==> src/rtl/rv32_inst_encoder.sv <==
// RV32I instruction encoder: turns a decoded field bundle back into a 32-bit word.
// Two-stage valid/ready pipeline; S1 registers fields plus format/error, S2 holds the assembled word.
module rv32_inst_encoder #(
    parameter int TAG_WIDTH     = 4,
    parameter int ERR_CNT_WIDTH = 16
) (
    input  logic                     clk,
    input  logic                     rst_n,
    input  logic                     in_valid,
    output logic                     in_ready,
    input  logic [6:0]               in_opcode,
    input  logic [4:0]               in_rd,
    input  logic [4:0]               in_rs1,
    input  logic [4:0]               in_rs2,
    input  logic [2:0]               in_funct3,
    input  logic [6:0]               in_funct7,
    input  logic [11:0]              in_funct12,
    input  logic [31:0]              in_imm,
    input  logic [TAG_WIDTH-1:0]     in_tag,
    output logic                     out_valid,
    input  logic                     out_ready,
    output logic [31:0]              out_inst,
    output logic                     out_error,
    output logic [TAG_WIDTH-1:0]     out_tag,
    output logic [ERR_CNT_WIDTH-1:0] err_count
);

    typedef enum logic [2:0] {
        FMT_R   = 3'd0,
        FMT_I   = 3'd1,
        FMT_SH  = 3'd2,
        FMT_S   = 3'd3,
        FMT_B   = 3'd4,
        FMT_U   = 3'd5,
        FMT_J   = 3'd6,
        FMT_SYS = 3'd7
    } fmt_e;

    localparam logic [6:0] OP_LUI    = 7'b0110111;
    localparam logic [6:0] OP_AUIPC  = 7'b0010111;
    localparam logic [6:0] OP_JAL    = 7'b1101111;
    localparam logic [6:0] OP_JALR   = 7'b1100111;
    localparam logic [6:0] OP_LOAD   = 7'b0000011;
    localparam logic [6:0] OP_FENCE  = 7'b0001111;
    localparam logic [6:0] OP_IMM    = 7'b0010011;
    localparam logic [6:0] OP_BRANCH = 7'b1100011;
    localparam logic [6:0] OP_STORE  = 7'b0100011;
    localparam logic [6:0] OP_REG    = 7'b0110011;
    localparam logic [6:0] OP_SYSTEM = 7'b1110011;

    function automatic logic op_known(input logic [6:0] op);
        case (op)
            OP_LUI, OP_AUIPC, OP_JAL, OP_JALR, OP_LOAD, OP_FENCE,
            OP_IMM, OP_BRANCH, OP_STORE, OP_REG, OP_SYSTEM: op_known = 1'b1;
            default:                                        op_known = 1'b0;
        endcase
    endfunction

    // Unknown opcodes map to FMT_R; they are flagged separately by op_known.
    function automatic fmt_e fmt_of(input logic [6:0] op, input logic [2:0] f3);
        case (op)
            OP_LUI, OP_AUIPC:           fmt_of = FMT_U;
            OP_JAL:                     fmt_of = FMT_J;
            OP_JALR, OP_LOAD, OP_FENCE: fmt_of = FMT_I;
            OP_IMM:                     fmt_of = ((f3 == 3'b001) || (f3 == 3'b101)) ? FMT_SH : FMT_I;
            OP_BRANCH:                  fmt_of = FMT_B;
            OP_STORE:                   fmt_of = FMT_S;
            OP_SYSTEM:                  fmt_of = FMT_SYS;
            default:                    fmt_of = FMT_R;
        endcase
    endfunction

    function automatic logic fields_bad(input fmt_e fmt, input logic [6:0] f7, input logic [31:0] imm);
        logic f7_ok;
        f7_ok = (f7 == 7'b0000000) || (f7 == 7'b0100000);
        case (fmt)
            FMT_I, FMT_S: fields_bad = (imm[31:11] != {21{imm[11]}});
            FMT_B:        fields_bad = (imm[31:12] != {20{imm[12]}}) || imm[0];
            FMT_J:        fields_bad = (imm[31:20] != {12{imm[20]}}) || imm[0];
            FMT_U:        fields_bad = (imm[11:0] != 12'd0);
            FMT_SH:       fields_bad = (imm[31:5] != 27'd0) || !f7_ok;
            FMT_R:        fields_bad = !f7_ok;
            FMT_SYS:      fields_bad = 1'b0;
            default:      fields_bad = 1'b1;
        endcase
    endfunction

    logic                     s1_valid_q;
    logic [6:0]               s1_op_q;
    logic [4:0]               s1_rd_q;
    logic [4:0]               s1_rs1_q;
    logic [4:0]               s1_rs2_q;
    logic [2:0]               s1_f3_q;
    logic [6:0]               s1_f7_q;
    logic [11:0]              s1_f12_q;
    logic [31:0]              s1_imm_q;
    logic [TAG_WIDTH-1:0]     s1_tag_q;
    fmt_e                     s1_fmt_q;
    logic                     s1_err_q;
    fmt_e                     s1_fmt_d;
    logic                     s1_err_d;

    logic                     s2_valid_q;
    logic [31:0]              out_inst_q;
    logic                     out_error_q;
    logic [TAG_WIDTH-1:0]     out_tag_q;
    logic [ERR_CNT_WIDTH-1:0] err_cnt_q;
    logic [31:0]              word_s;
    logic [31:0]              inst_d;
    logic                     s2_load;

    assign s2_load   = !s2_valid_q || out_ready;
    assign in_ready  = !s1_valid_q || s2_load;
    assign out_valid = s2_valid_q;
    assign out_inst  = out_inst_q;
    assign out_error = out_error_q;
    assign out_tag   = out_tag_q;
    assign err_count = err_cnt_q;

    // Classify the incoming bundle so S2 only has to assemble bits.
    always_comb begin
        s1_fmt_d = fmt_of(in_opcode, in_funct3);
        s1_err_d = !op_known(in_opcode) || fields_bad(s1_fmt_d, in_funct7, in_imm);
    end

    // Scatter S1 fields into the instruction layout of the registered format.
    always_comb begin
        word_s = 32'd0;
        case (s1_fmt_q)
            FMT_R:   word_s = {s1_f7_q, s1_rs2_q, s1_rs1_q, s1_f3_q, s1_rd_q, s1_op_q};
            FMT_I:   word_s = {s1_imm_q[11:0], s1_rs1_q, s1_f3_q, s1_rd_q, s1_op_q};
            FMT_SH:  word_s = {s1_f7_q, s1_imm_q[4:0], s1_rs1_q, s1_f3_q, s1_rd_q, s1_op_q};
            FMT_S:   word_s = {s1_imm_q[11:5], s1_rs2_q, s1_rs1_q, s1_f3_q, s1_imm_q[4:0], s1_op_q};
            FMT_B:   word_s = {s1_imm_q[12], s1_imm_q[10:5], s1_rs2_q, s1_rs1_q, s1_f3_q,
                               s1_imm_q[4:1], s1_imm_q[11], s1_op_q};
            FMT_U:   word_s = {s1_imm_q[31:12], s1_rd_q, s1_op_q};
            FMT_J:   word_s = {s1_imm_q[20], s1_imm_q[10:1], s1_imm_q[11], s1_imm_q[19:12],
                               s1_rd_q, s1_op_q};
            FMT_SYS: word_s = {s1_f12_q, s1_rs1_q, s1_f3_q, s1_rd_q, s1_op_q};
            default: word_s = 32'd0;
        endcase
        if (s1_err_q) begin
            inst_d = 32'd0;
        end else begin
            inst_d = word_s;
        end
    end

    // Stage S1: capture the bundle whenever the slot is free or draining.
    always_ff @(posedge clk or negedge rst_n) begin
        if (!rst_n) begin
            s1_valid_q <= 1'b0;
            s1_op_q    <= 7'd0;
            s1_rd_q    <= 5'd0;
            s1_rs1_q   <= 5'd0;
            s1_rs2_q   <= 5'd0;
            s1_f3_q    <= 3'd0;
            s1_f7_q    <= 7'd0;
            s1_f12_q   <= 12'd0;
            s1_imm_q   <= 32'd0;
            s1_tag_q   <= '0;
            s1_fmt_q   <= FMT_R;
            s1_err_q   <= 1'b0;
        end else if (in_ready) begin
            s1_valid_q <= in_valid;
            if (in_valid) begin
                s1_op_q  <= in_opcode;
                s1_rd_q  <= in_rd;
                s1_rs1_q <= in_rs1;
                s1_rs2_q <= in_rs2;
                s1_f3_q  <= in_funct3;
                s1_f7_q  <= in_funct7;
                s1_f12_q <= in_funct12;
                s1_imm_q <= in_imm;
                s1_tag_q <= in_tag;
                s1_fmt_q <= s1_fmt_d;
                s1_err_q <= s1_err_d;
            end
        end
    end

    // Stage S2: output register, frozen while the consumer stalls; counts delivered errors.
    always_ff @(posedge clk or negedge rst_n) begin
        if (!rst_n) begin
            s2_valid_q  <= 1'b0;
            out_inst_q  <= 32'd0;
            out_error_q <= 1'b0;
            out_tag_q   <= '0;
            err_cnt_q   <= '0;
        end else begin
            if (s2_load) begin
                s2_valid_q <= s1_valid_q;
                if (s1_valid_q) begin
                    out_inst_q  <= inst_d;
                    out_error_q <= s1_err_q;
                    out_tag_q   <= s1_tag_q;
                end
            end
            if (s2_valid_q && out_ready && out_error_q && (err_cnt_q != {ERR_CNT_WIDTH{1'b1}})) begin
                err_cnt_q <= err_cnt_q + ERR_CNT_WIDTH'(1);
            end
        end
    end

endmodule

==> config.mk <==
export PLATFORM = sky130hd
export DESIGN_NAME = rv32_inst_encoder
export DESIGN_NICKNAME = d
export VERILOG_FILES = /design/src/rtl/rv32_inst_encoder.sv
export SDC_FILE = /design/constraint.sdc
export NUM_CORES = 1
export LEC_CHECK = 0
export ABC_AREA = 0
export BUFFER_PORTS_ARGS = -buffer_cell sky130_fd_sc_hd__buf_2
export CORE_MARGIN = 2
export CORE_UTILIZATION = 36
export DETAILED_ROUTE_END_ITERATION = 8
export GPL_TIMING_DRIVEN = 1
export MAX_ROUTING_LAYER = met4
export SYNTH_ARGS = -nofsm -noshare
export SYNTH_HDL_FRONTEND = slang
export SYNTH_SLANG_ARGS = --single-unit
==> constraint.sdc <==
create_clock -name clk -period 2.6 [get_ports clk]
set_input_delay 0.52 -clock clk [delete_from_list [all_inputs] [get_ports clk]]
set_output_delay 0.52 -clock clk [all_outputs]
set_load 0.02 [all_outputs]
==> impl_metrics.json <==
{
  "status": "finished clean",
  "clk_pin_slew_ps": 60,
  "rows": 48,
  "finalCritPeriodShare_pct": 78.1,
  "fp.dieH_um": 137,
  "core_area_mm2": 0.0173,
  "cts-resized-gates": 0,
  "ys_types": 50,
  "critical_path.cell_chain": "and4_1 > and3_1 > a21oi_1 > nor2b_1 > nand4_1 > xnor2_1",
  "post-route-min-period_ps": 2030,
  "area_growth_pct": 26.8,
  "cts-root-buf": "clkbuf_16",
  "cpMaxStageDelayCell": "dfrtp_1",
  "maxSlewViolCount": 0,
  "drc": 0,
  "hold_violations": 0,
  "fin_worst_skew_ps": 7.48,
  "slew_headroom_pct": 54.6,
  "leakagePower_nw": 3.69,
  "synth_top_cell_area_share_pct": 54.8,
  "cts_made_buffers": 17,
  "cts_tree": "built",
  "worstSetupStartpointType": "flip-flop",
  "path_delay_family": "simple AND/OR/NAND/NOR gates",
  "ys.flop_type": "dfrtp_1",
  "cts_max_level": 4,
  "avgSynthCellArea_um2": 11.9,
  "die-width_um": 137,
  "synth-async-reset-ratio_pct": 100,
  "nNetsFinal": 761,
  "dp_hpwl_um": 11600,
  "grt.total_usage_pct": 18.2,
  "clk_path_buf_depth": 2,
  "wl_per_cell_um": 17.1,
  "crit_type": "flip-flop to flip-flop",
  "io_buffers": 138,
  "synthCells": 534,
  "cts.sinks": 139,
  "fmax_mhz": 493,
  "cp.buffers_inverters": 0,
  "post-cts-setup-buffers": 0,
  "ant_nets": 0,
  "synth_area_leaders": "dfrtp_1, mux2_2, mux2i_1, o21ai_0, nand2_1",
  "synth_area_mm2": 0.00635,
  "ys_seq_area_share_pct": 54.8,
  "grt_max_degree": 59,
  "dr.first_iter.drc_count": 185,
  "postCtsHoldBufs": 0,
  "ys_seq_elements": 139,
  "worst_hold_path_type": "primary input to asynchronous set/reset pin",
  "power_density_mw_per_mm2": 780,
  "vias_per_cell": 5.11,
  "critical_path.max_fanout": 6,
  "drive_above_1_share_pct": 40.7,
  "yosys_warnings": 0,
  "yosys.area.top_type": "dfrtp_1",
  "die-area_mm2": 0.0187,
  "start_util_pct": 36.7,
  "synth-edff-count": 0,
  "ir_drop_uv": 459,
  "vias": 4675,
  "dr.pass1.iters": 4,
  "synth_nets": 620,
  "setup.worst_path.end_class": "flip-flop",
  "gp_congestion": 0.841,
  "arrival_ps": 2320,
  "cp_slowest_stage_delay_ps": 440,
  "grt_pass1_vias": 4834,
  "clock_latency_ps": 420,
  "ios": 139,
  "tns_ps": 0,
  "worst_pin_slew_ps": 681,
  "fin_total_pwr_mw": 6.28,
  "routed_wl_um": 15700,
  "maxCapViolCount": 0,
  "rsz0062_at_grt": "no",
  "grt_overflow_total": 0,
  "finalSetupViolCount": 0,
  "antenna_found_initial": 0,
  "grt_pass1_wl_um": 25100,
  "critical_path_required_ps": 2890
}
-- cells in the final DEF, fill, tap and decap left out, types with 3 or more instances in the layout --
master / synthesis / routed
a21oi_1: 16 / 16
mux2i_1: 30 / 30
nand3_1: 8 / 8
xor2_1: 5 / 5
clkbuf_8: 0 / 5
a21o_1: 3 / 3
inv_1: 4 / 4
a22o_1: 6 / 6
nor2b_1: 4 / 4
dfrtp_1: 139 / 139
nor4_1: 6 / 6
mux2_2: 85 / 85
bufinv_16: 0 / 6
mux4_2: 5 / 5
xnor2_1: 9 / 9
nor2_1: 15 / 15
nand2b_1: 14 / 14
buf_2: 0 / 137
and3_1: 4 / 4
clkbuf_16: 0 / 17
nor3_1: 6 / 6
nand2_1: 55 / 53
nand4_1: 10 / 10
or2_2: 3 / 3
o21ai_0: 42 / 42
o211ai_1: 7 / 7
buf_4: 0 / 9
-- state kept, by name, indices dropped and copies added, names as in the netlist, 5 cells and up --
name	cells
s1_f12_q	12
s1_rd_q	5
out_inst	32
err_count	16
s1_rs2_q	5
s1_imm_q	32
s1_op_q	7
s1_f7_q	7
s1_rs1_q	5
-- cells in the mapped netlist, drive strengths merged (6+ instances only) --
cell	n
nand2	56
nor4	6
o211ai	7
a22o	6
nand3	8
nand4	10
nand2b	14
dfrtp	139
o21ai	43
clkbuf	23
a21oi	16
mux2	85
nor2	15
xnor2	9
nor3	6
mux2i	30
-- final timing paths --
| kind | slack, ps | from | to | depth (start not counted) |
|---|---|---|---|---|
| max | 570 | err_count[7]$_DFFE_PN0P_ | err_count[10]$_DFFE_PN0P_ | 6 |
| min | 50 | rst_n | err_count[9]$_DFFE_PN0P_ | 1 |
| min in group clk | 330 | in_rd[4] | s1_rd_q[4]$_DFFE_PN0P_ | 2 |
| max in group asynchronous | 1730 | rst_n | out_inst[16]$_DFFE_PN0P_ | 2 |
| max reg2reg | 570 | err_count[7]$_DFFE_PN0P_ | err_count[10]$_DFFE_PN0P_ | 6 |
| min reg2reg | 480 | out_inst[31]$_DFFE_PN0P_ | out_inst[31]$_DFFE_PN0P_ | 2 |
-- where the power goes --
group,switching (mW),internal [mW],total (mW)
registers,0.193,2.42,2.61
clock network,0.909,1.93,2.84
logic,0.424,0.411,0.834
total,1.53,4.75,6.28
-- logic make-up after synthesis --
logic type / synth area share (%)
buffers and inverters: 1.89
AO/OA/AOI/OAI: 8.47
AND/OR/NAND/NOR: 11.0
multiplexers: 21.6
adder cells (fa/ha/maj): 0.394
flip-flops: 54.8
XOR/XNOR: 1.93
-- metrics by stage --
stage	hold slack (ps)	setup WS, ps	instance area [um2]	cells	utilization (%)
3_5_place_dp	468	453	7350	881	42.5
5_1_grt	93.8	426	8050	913	46.5
2_1_floorplan	224	642	6350	534	-
6_report	46.4	570	8050	914	46.5
3_3_place_gp	462	500	7350	881	42.5
4_1_cts	69.2	581	8050	913	46.5
-- final cells by class --
type / count / area, um2
inverters: 5 / 18.8
repair buffers: 149 / 805
clock inverters: 10 / 209
multi-input cells: 363 / 2760
fillers: 1623 / 9250
flip-flops and latches: 139 / 3480
clock buffers: 22 / 494
well taps: 225 / 282
diodes: 1 / 2.50
-- routing by layer --
metal / vias to the layer above / part of all wire, % / track usage, %
met5: - / 0 / -
met3: 16 / 4.8 / 3.74
met2: 135 / 48 / 28.9
li1: 2210 / - / -
met4: 0 / 1.2 / 5.67
met1: 2314 / 46 / 23.5
(Power assumes the default switching activity.)
